[src/rtl/dp_ram_fifo_ctrl.sv]
// dp_ram_fifo_ctrl
// Wraps an external dual-port block RAM with synchronous reads into a
// first-word-fall-through ready/valid FIFO. The controller owns the RAM
// pointers and occupancy. A 3-entry output buffer hides the 1-cycle read
// latency so that one word per cycle can flow through.
module dp_ram_fifo_ctrl #(
    parameter int DWIDTH = 8,
    parameter int AWIDTH = 8
) (
    input  logic              clk,
    input  logic              rst,
    input  logic [DWIDTH-1:0] enq_data,
    input  logic              enq_valid,
    output logic              enq_ready,
    output logic [DWIDTH-1:0] deq_data,
    output logic              deq_valid,
    input  logic              deq_ready,
    output logic [AWIDTH+1:0] count,
    output logic [AWIDTH-1:0] ram_addr0,
    output logic [DWIDTH-1:0] ram_d0,
    output logic              ram_we0,
    output logic [AWIDTH-1:0] ram_addr1,
    output logic [DWIDTH-1:0] ram_d1,
    output logic              ram_we1,
    input  logic [DWIDTH-1:0] ram_q1,
    output logic              ram_rst
);

    localparam logic [AWIDTH-1:0] PTR_ONE = 1;
    localparam logic [AWIDTH:0]   CNT_ONE = 1;

    logic [AWIDTH-1:0]           wr_ptr;
    logic [AWIDTH-1:0]           rd_ptr;
    logic [AWIDTH:0]             ram_cnt;
    logic                        rd_inflight;
    logic [1:0]                  buf_cnt;
    logic [2:0][DWIDTH-1:0]      buf_q;

    logic                        enq_fire;
    logic                        deq_fire;
    logic                        rd_issue;
    logic [1:0]                  cap_idx;
    logic [1:0]                  buf_cnt_nxt;
    logic [2:0][DWIDTH-1:0]      buf_nxt;

    // Handshake and read-issue decisions; all from registered state only.
    always_comb begin
        // ram_cnt never exceeds DEPTH, so its MSB alone flags "full".
        enq_ready = ~rst & ~ram_cnt[AWIDTH];
        enq_fire  = enq_valid & enq_ready;
        deq_valid = (buf_cnt != 2'd0);
        deq_fire  = deq_valid & deq_ready;
        rd_issue  = (ram_cnt != '0) &&
                    (({1'b0, buf_cnt} + {2'b00, rd_inflight}) < 3'd3);
    end

    // RAM port drive and visible occupancy.
    always_comb begin
        ram_addr0 = wr_ptr;
        ram_d0    = enq_data;
        ram_we0   = enq_fire;
        ram_addr1 = rd_ptr;
        ram_d1    = '0;
        ram_we1   = 1'b0;
        ram_rst   = rst;
        deq_data  = buf_q[0];
        count     = {1'b0, ram_cnt}
                  + {{(AWIDTH+1){1'b0}}, rd_inflight}
                  + {{AWIDTH{1'b0}}, buf_cnt};
    end

    // Output buffer next state: shift occupied entries on pop, then append
    // the captured RAM word behind the remaining ones. Unoccupied entries
    // are left untouched so the head keeps the last popped word when empty.
    always_comb begin
        buf_nxt = buf_q;
        cap_idx = buf_cnt - {1'b0, deq_fire};
        if (deq_fire) begin
            if (buf_cnt > 2'd1) buf_nxt[0] = buf_q[1];
            if (buf_cnt > 2'd2) buf_nxt[1] = buf_q[2];
        end
        if (rd_inflight) buf_nxt[cap_idx] = ram_q1;
        buf_cnt_nxt = buf_cnt - {1'b0, deq_fire} + {1'b0, rd_inflight};
    end

    // Pointer, occupancy and buffer registers.
    always_ff @(posedge clk or posedge rst) begin
        if (rst) begin
            wr_ptr      <= '0;
            rd_ptr      <= '0;
            ram_cnt     <= '0;
            rd_inflight <= 1'b0;
            buf_cnt     <= '0;
            buf_q       <= '0;
        end else begin
            if (enq_fire) wr_ptr <= wr_ptr + PTR_ONE;
            if (rd_issue) rd_ptr <= rd_ptr + PTR_ONE;
            case ({enq_fire, rd_issue})
                2'b10:   ram_cnt <= ram_cnt + CNT_ONE;
                2'b01:   ram_cnt <= ram_cnt - CNT_ONE;
                default: ram_cnt <= ram_cnt;
            endcase
            rd_inflight <= rd_issue;
            buf_cnt     <= buf_cnt_nxt;
            buf_q       <= buf_nxt;
        end
    end

endmodule
[config.mk]
export PLATFORM = sky130hd
export DESIGN_NAME = dp_ram_fifo_ctrl
export DESIGN_NICKNAME = d
export VERILOG_FILES = /design/src/rtl/dp_ram_fifo_ctrl.sv
export SDC_FILE = /design/constraint.sdc
export NUM_CORES = 1
export LEC_CHECK = 0
export ABC_AREA = 1
export BUFFER_PORTS_ARGS = -buffer_cell sky130_fd_sc_hd__clkbuf_2
export CAP_MARGIN = 20
export CORE_UTILIZATION = 59
export CTS_CLUSTER_DIAMETER = 40
export DETAILED_ROUTE_END_ITERATION = 8
export PLACE_DENSITY_LB_ADDON = 0.25
export SETUP_SLACK_MARGIN = 0.2
export SKIP_LAST_GASP = 1
export SYNTH_ARGS = -nofsm -noshare
export SYNTH_HDL_FRONTEND = slang
export SYNTH_SLANG_ARGS = --single-unit
export TNS_END_PERCENT = 1
[constraint.sdc]
create_clock -name clk -period 4.2 [get_ports clk]
set_input_delay 0 -clock clk [delete_from_list [all_inputs] [get_ports clk]]
set_output_delay 0 -clock clk [all_outputs]
set_load 0.02 [all_outputs]
* Word level (Yosys, flattened, before mapping)
Cells that the tools add are included.
Widths: inputs -> output; s select.
** Cells by class
- Add/subtract/negate cells :: 9
- Multipliers :: 0
- Divide/modulo/power cells :: 0
- Order comparisons :: 5
- Equality and inequality tests :: 2
- Shift-type cells :: 0
- Mux-type cells :: 8
- Bitwise operators :: 5
- Reduce and logical (&&, ||, !) cells :: 5
** Operator list (number)
- $mux 16 :: 2
- $bwmux 24 :: 1
- $mux 8 :: 3
- $pmux 9 s2 :: 1
- $add 8x1->8 const B :: 2
- $demux 8 s2 :: 1
- $add 10x2->10 :: 1
- $add 9x1->10 :: 1
- $add 9x1->9 const B :: 1
- $reduce_bool 9->1 :: 1
- $sub 9x1->9 const B :: 1
- $reduce_bool 2->1 :: 2
- $add 2x1->3 :: 1
- $and 1x1->1 :: 3
- $lt 2x3->1 const B :: 1
- $lt 3x2->1 const B :: 1
- $add 2x1->2 :: 1
- $eq 2x1->1 const B :: 1
- $eq 2x2->1 const B :: 1
- $ge 2x1->1 const B :: 1
- $gt 2x1->1 const B :: 1
- $gt 2x2->1 const B :: 1
- $logic_and 1x1->1 :: 2
- $not 1->1 :: 2
- $sub 2x1->2 :: 1
** Word-level totals
- Register bits after elaboration :: 52
- Bits in latches :: 0
- Bits in writable memories :: 0
- Memory bits (read-only) :: 0
- Bits of input ports :: 20
- Output and inout port bits :: 55
- Word-level logic and storage cells :: 42
- Memories kept :: 0

* Longest topological paths before layout
- Depth in word-level cells :: 9
- Depth in mapped cells :: 16
- Mapped depth without buffers :: 16

* Worst setup path before layout
Ideal clock, no wire load.
- Path kind :: register -> register
- Start :: register rd_inflight
- End :: register ram_cnt[3]
- Setup time :: 83 ps
- Arrival time :: 2608 ps
- Data required time :: 4117 ps
- Slack :: 1509 ps
- Cell stages (with the launch flop) :: 13
- Buffers on the path :: 0
- Clock period less this slack :: 2691 ps
- Cells stage by stage :: dfrtp_1 ha_1 ha_1 a21oi_1 o21ai_4 inv_2 ha_1 ha_1 or2_2 and2_1 nand2_1 nand2_1 o21ai_0
** Between the ends
- Cells in the longest elaborated chain, start to end :: 5
- Elaborated cells on any way between the ends :: 7
- Classes of those cells :: 1 x add/sub; 1 x order compare; 2 x eq/ne; 1 x mux; 2 x reduce/logical
** Ends and longest elaborated chain
- start, declared :: RTL line 35 : logic rd_inflight;
- start signal, assigned :: RTL line 103 : rd_inflight <= rd_issue;
- $add 2x1->3 (*) :: RTL line 54 : (({1'b0, buf_cnt} + {2'b00, rd_inflight}) < 3'd3);
- $lt 3x2->1 (*) :: RTL line 54
- $logic_and 1x1->1 (*) :: RTL line 53 : rd_issue = (ram_cnt != '0) &&
- net rd_issue :: RTL line 41 : logic rd_issue;
- $eq 2x1->1 or $eq 2x2->1 (tied branches) :: RTL line 98 : case ({enq_fire, rd_issue})
- $pmux 9 s2 or $reduce_bool 2->1 (tied branches)
- end signal, assigned :: RTL line 99 : 2'b10: ram_cnt <= ram_cnt + CNT_ONE;
- end signal, assigned :: RTL line 100 : 2'b01: ram_cnt <= ram_cnt - CNT_ONE;
- end signal, assigned :: RTL line 101 : default: ram_cnt <= ram_cnt;
- end, declared :: RTL line 34 : logic [AWIDTH:0] ram_cnt;
The timed path passes the listed nets; every way through them passes the cells marked *.
A chain may end at the register's enable or synchronous reset.

* Worst setup path in the final report
- Start :: register buf_cnt[0]
- End :: register ram_cnt[8]
** Between the ends
- Cells in the longest elaborated chain, start to end :: 5
- Elaborated cells on any way between the ends :: 7
- Classes of those cells :: 1 x add/sub; 1 x order compare; 2 x eq/ne; 1 x mux; 2 x reduce/logical
** Ends and longest elaborated chain
- start, declared :: RTL line 36 : logic [1:0] buf_cnt;
- start signal, assigned :: RTL line 104 : buf_cnt <= buf_cnt_nxt;
- $add 2x1->3 (*) :: RTL line 54
- $lt 3x2->1 (*) :: RTL line 54
- $logic_and 1x1->1 (*) :: RTL line 53
- net rd_issue :: RTL line 41
- $eq 2x1->1 or $eq 2x2->1 (tied branches) :: RTL line 98
- $pmux 9 s2 or $reduce_bool 2->1 (tied branches)
Marks and branches as above.

==> results.sh <==
export IMPL_outcome="finished clean"
export IMPL_nFillCells=449
export IMPL_vias=2639
export IMPL_cts_buffers=5
export IMPL_layout_common_cells="116 x nand2_1, 59 x inv_1, 52 x dfrtp_1"
export IMPL_cp_common_cell="nand2_1"
export IMPL_drcViolationCount=0
export IMPL_hold_class="in -> out"
export IMPL_async_flop_share_pct=100
export IMPL_post_cts_buffers=0
export IMPL_grt_pass1_wl_um=10700
export IMPL_fmax_ghz=0.314
export IMPL_drtPass1Iterations=4
export IMPL_wl_per_cell_um=11.3
export IMPL_yosysSeqAreaShare_pct=39.3
export IMPL_start_util_pct=63.2
export IMPL_dp_hpwl_um=4420
export IMPL_cp_startpoint="buf_cnt[0]"
export IMPL_drv_slew=0
export IMPL_worstMarginPinSlew_ns=0.511
export IMPL_synth_top_area_share_pct=39.3
export IMPL_grt_antenna_before_repair=0
export IMPL_ios=75
export IMPL_regToRegSetupSlack_ns=1.01
export IMPL_clkTransAtPathRegs_ns=0.09
export IMPL_grtUsageTotal_pct=22.2
export IMPL_core_area_sq_mm=0.00524
export IMPL_diodes=0
export IMPL_crit_cells=16
export IMPL_reg2reg_depth=16
export IMPL_endpoint="ram_cnt[8]"
export IMPL_syn_avg_cell_area_sq_um=7.86
export IMPL_grt_max_degree=53
export IMPL_rsz0062_at_grt="false"
export IMPL_synth_area_leaders="dfrtp_1 39%, nand2_1 13%, inv_1 6.8%, buf_4 5.9%, ha_1 5.7%"
export IMPL_cpLargestDelayFamily="adder cells"
export IMPL_ys_warn_count=0
export IMPL_skew_ns=0.00876
export IMPL_r2r_start="buf_cnt[0]"
export IMPL_ys_flop_type="dfrtp_1"
export IMPL_synthCells=421
export IMPL_drt_iter0_drc=102
export IMPL_top_usage_layer="met2"
export IMPL_ys_ff_latch=52
export IMPL_grt_use_met3_pct=4.05
export IMPL_clock_latency_ns=0.30
export IMPL_critPathRequiredTime_ns=4.40
export IMPL_tns_ns=0
export IMPL_die_area_sq_mm=0.00591
export IMPL_cts_root_buf="clkbuf_8"
export IMPL_cts_sinks=52
export IMPL_syn2layout_area_growth_pct=9.60
export IMPL_critPathLaunchType="flop"
export IMPL_post_route_period_util_pct=75.9
export IMPL_cp_cell_sequence="ha_1 -> ha_1 -> a21oi_1 -> o21ai_4 -> inv_2 -> ha_1 -> inv_1 -> fa_1 -> inv_1 -> nand2_1 -> nand2_1 -> nand3_1 -> nand2_1 -> nand2_1 -> nand3_1 -> nand2_1"
export IMPL_fin_crit_ns=3.19
export IMPL_critPathCaptureType="flop"
export IMPL_first_global_vias=2485
export IMPL_clk_path_buf_depth=2
export IMPL_grtUsageMet1_pct=27.4
export IMPL_synth_edf_count=0
export IMPL_row_count=26
export IMPL_relSlewSlack_pct=65.9
export IMPL_reg2reg_to="ram_cnt[8]"
export IMPL_cp_arrival_ns=3.39
export IMPL_yosys_area_top_type="dfrtp_1"
export IMPL_slowest_stage="dfrtp_1"
export IMPL_cts_max_level=2
export IMPL_ant_nets=0
export IMPL_crit_buf_inv=3
export IMPL_cts_tree="done"
export IMPL_hold_viol_final=0
export IMPL_wirelength_um=6030
export IMPL_overflow=0
export IMPL_use_met2_pct=39.5
export IMPL_drive_gt1_share_pct=16.2
export IMPL_fp_dieW_um=76.9
export IMPL_drv_cap=0
export IMPL_critPathMaxFanout=11
export IMPL_portBuffers=49
export IMPL_max_stage_delay_ns=0.53
export IMPL_final_common_cell="nand2_1"
export IMPL_gp_congestion=0.900
export IMPL_synth_distinct_cells=34
export IMPL_setup_viol=0
export IMPL_utilization_pct=69.3
export IMPL_worstSetupPathType="reg -> reg"
export IMPL_finish_net_count=501
export IMPL_synth_area_sq_mm=0.00331
export IMPL_fp_dieH_um=76.9
export IMPL_vias_per_cell=4.94
==> flip-flops by register name, indices dropped and copies added (netlist names) <==
signal	cells
ram_addr1	8
deq_data	8
buf_q	16
ram_cnt	9
ram_addr0	8
rd_inflight	1
buf_cnt	2
==> how the worst min path moves through the flow <==
stage / from / to / slack [ns] / depth (start not counted)
2_1_floorplan: rst / enq_ready / 0.05 / 1
3_3_place_gp: enq_data[7] / ram_d0[7] / 0.0001 / 0
3_5_place_dp: enq_data[7] / ram_d0[7] / 0.0001 / 0
4_1_cts: rst / ram_addr0[1] / 0.0001 / 2
5_1_grt: enq_data[5] / ram_d0[5] / 0.00003 / 0
6_report: enq_data[4] / ram_d0[4] / 0.000007 / 0
==> routing by layer <==
metal	vias up	routed length [um]
met5	-	0
met4	0	44
met3	5	238
met2	62	3000
met1	1210	2740
li1	1362	-
==> layout make-up <==
class | count | area (sq um) | area share (%)
Multi-Input combinational cell | 281 | 1550 | 42.7
Sequential cell | 52 | 1300 | 35.9
Timing Repair Buffer | 59 | 355 | 9.80
Inverter | 64 | 240 | 6.62
Tap cell | 70 | 87.6 | 2.41
Clock buffer | 7 | 86.3 | 2.38
Clock inverter | 1 | 7.51 | 0.207
==> cell families (layout without fill, tap and decap cells) <==
| group | Yosys count | in the layout | share of synthesized area, % |
|---|---|---|---|
| AO/OA/AOI/OAI | 37 | 37 | 6.28 |
| XOR/XNOR | 21 | 21 | 5.56 |
| adder cells (fa/ha/maj) | 18 | 18 | 7.49 |
| buffers and inverters | 96 | 131 | 14.8 |
| flip-flops | 52 | 52 | 39.3 |
| other | 1 | 9 | 0.113 |
| AND/OR/NAND/NOR | 196 | 196 | 26.5 |
==> cell usage after synthesis (all sizes together), types with 4 or more instances <==
cell    count
nand2     121
inv        64
dfrtp      52
nand3      33
buf        31
nor2       27
o21ai      24
ha         15
xor2       12
xnor2       9
a31oi       8
a21oi       4
nand3b      4
==> timing repair <==
action,4_1_cts,5_1_grt
gates resized for setup,0,0
hold buffers,8,1
endpoints found under the hold margin,23,12
==> metrics by stage <==
step,setup WS (ns),hold WS [ns],instances,instance area [sq um]
4_1_cts,1.02,0.000137,532,3600
3_5_place_dp,1.04,0.000137,516,3420
5_1_grt,0.724,0.0000331,534,3630
6_report,1.01,0.00000732,534,3630
3_3_place_gp,1.20,0.000137,516,3420
2_1_floorplan,1.51,0.0500,429,3340
Power is left out: the tool's default activity adds up to more than one toggle a clock period on the data nets, which glitch-free logic cannot reach.
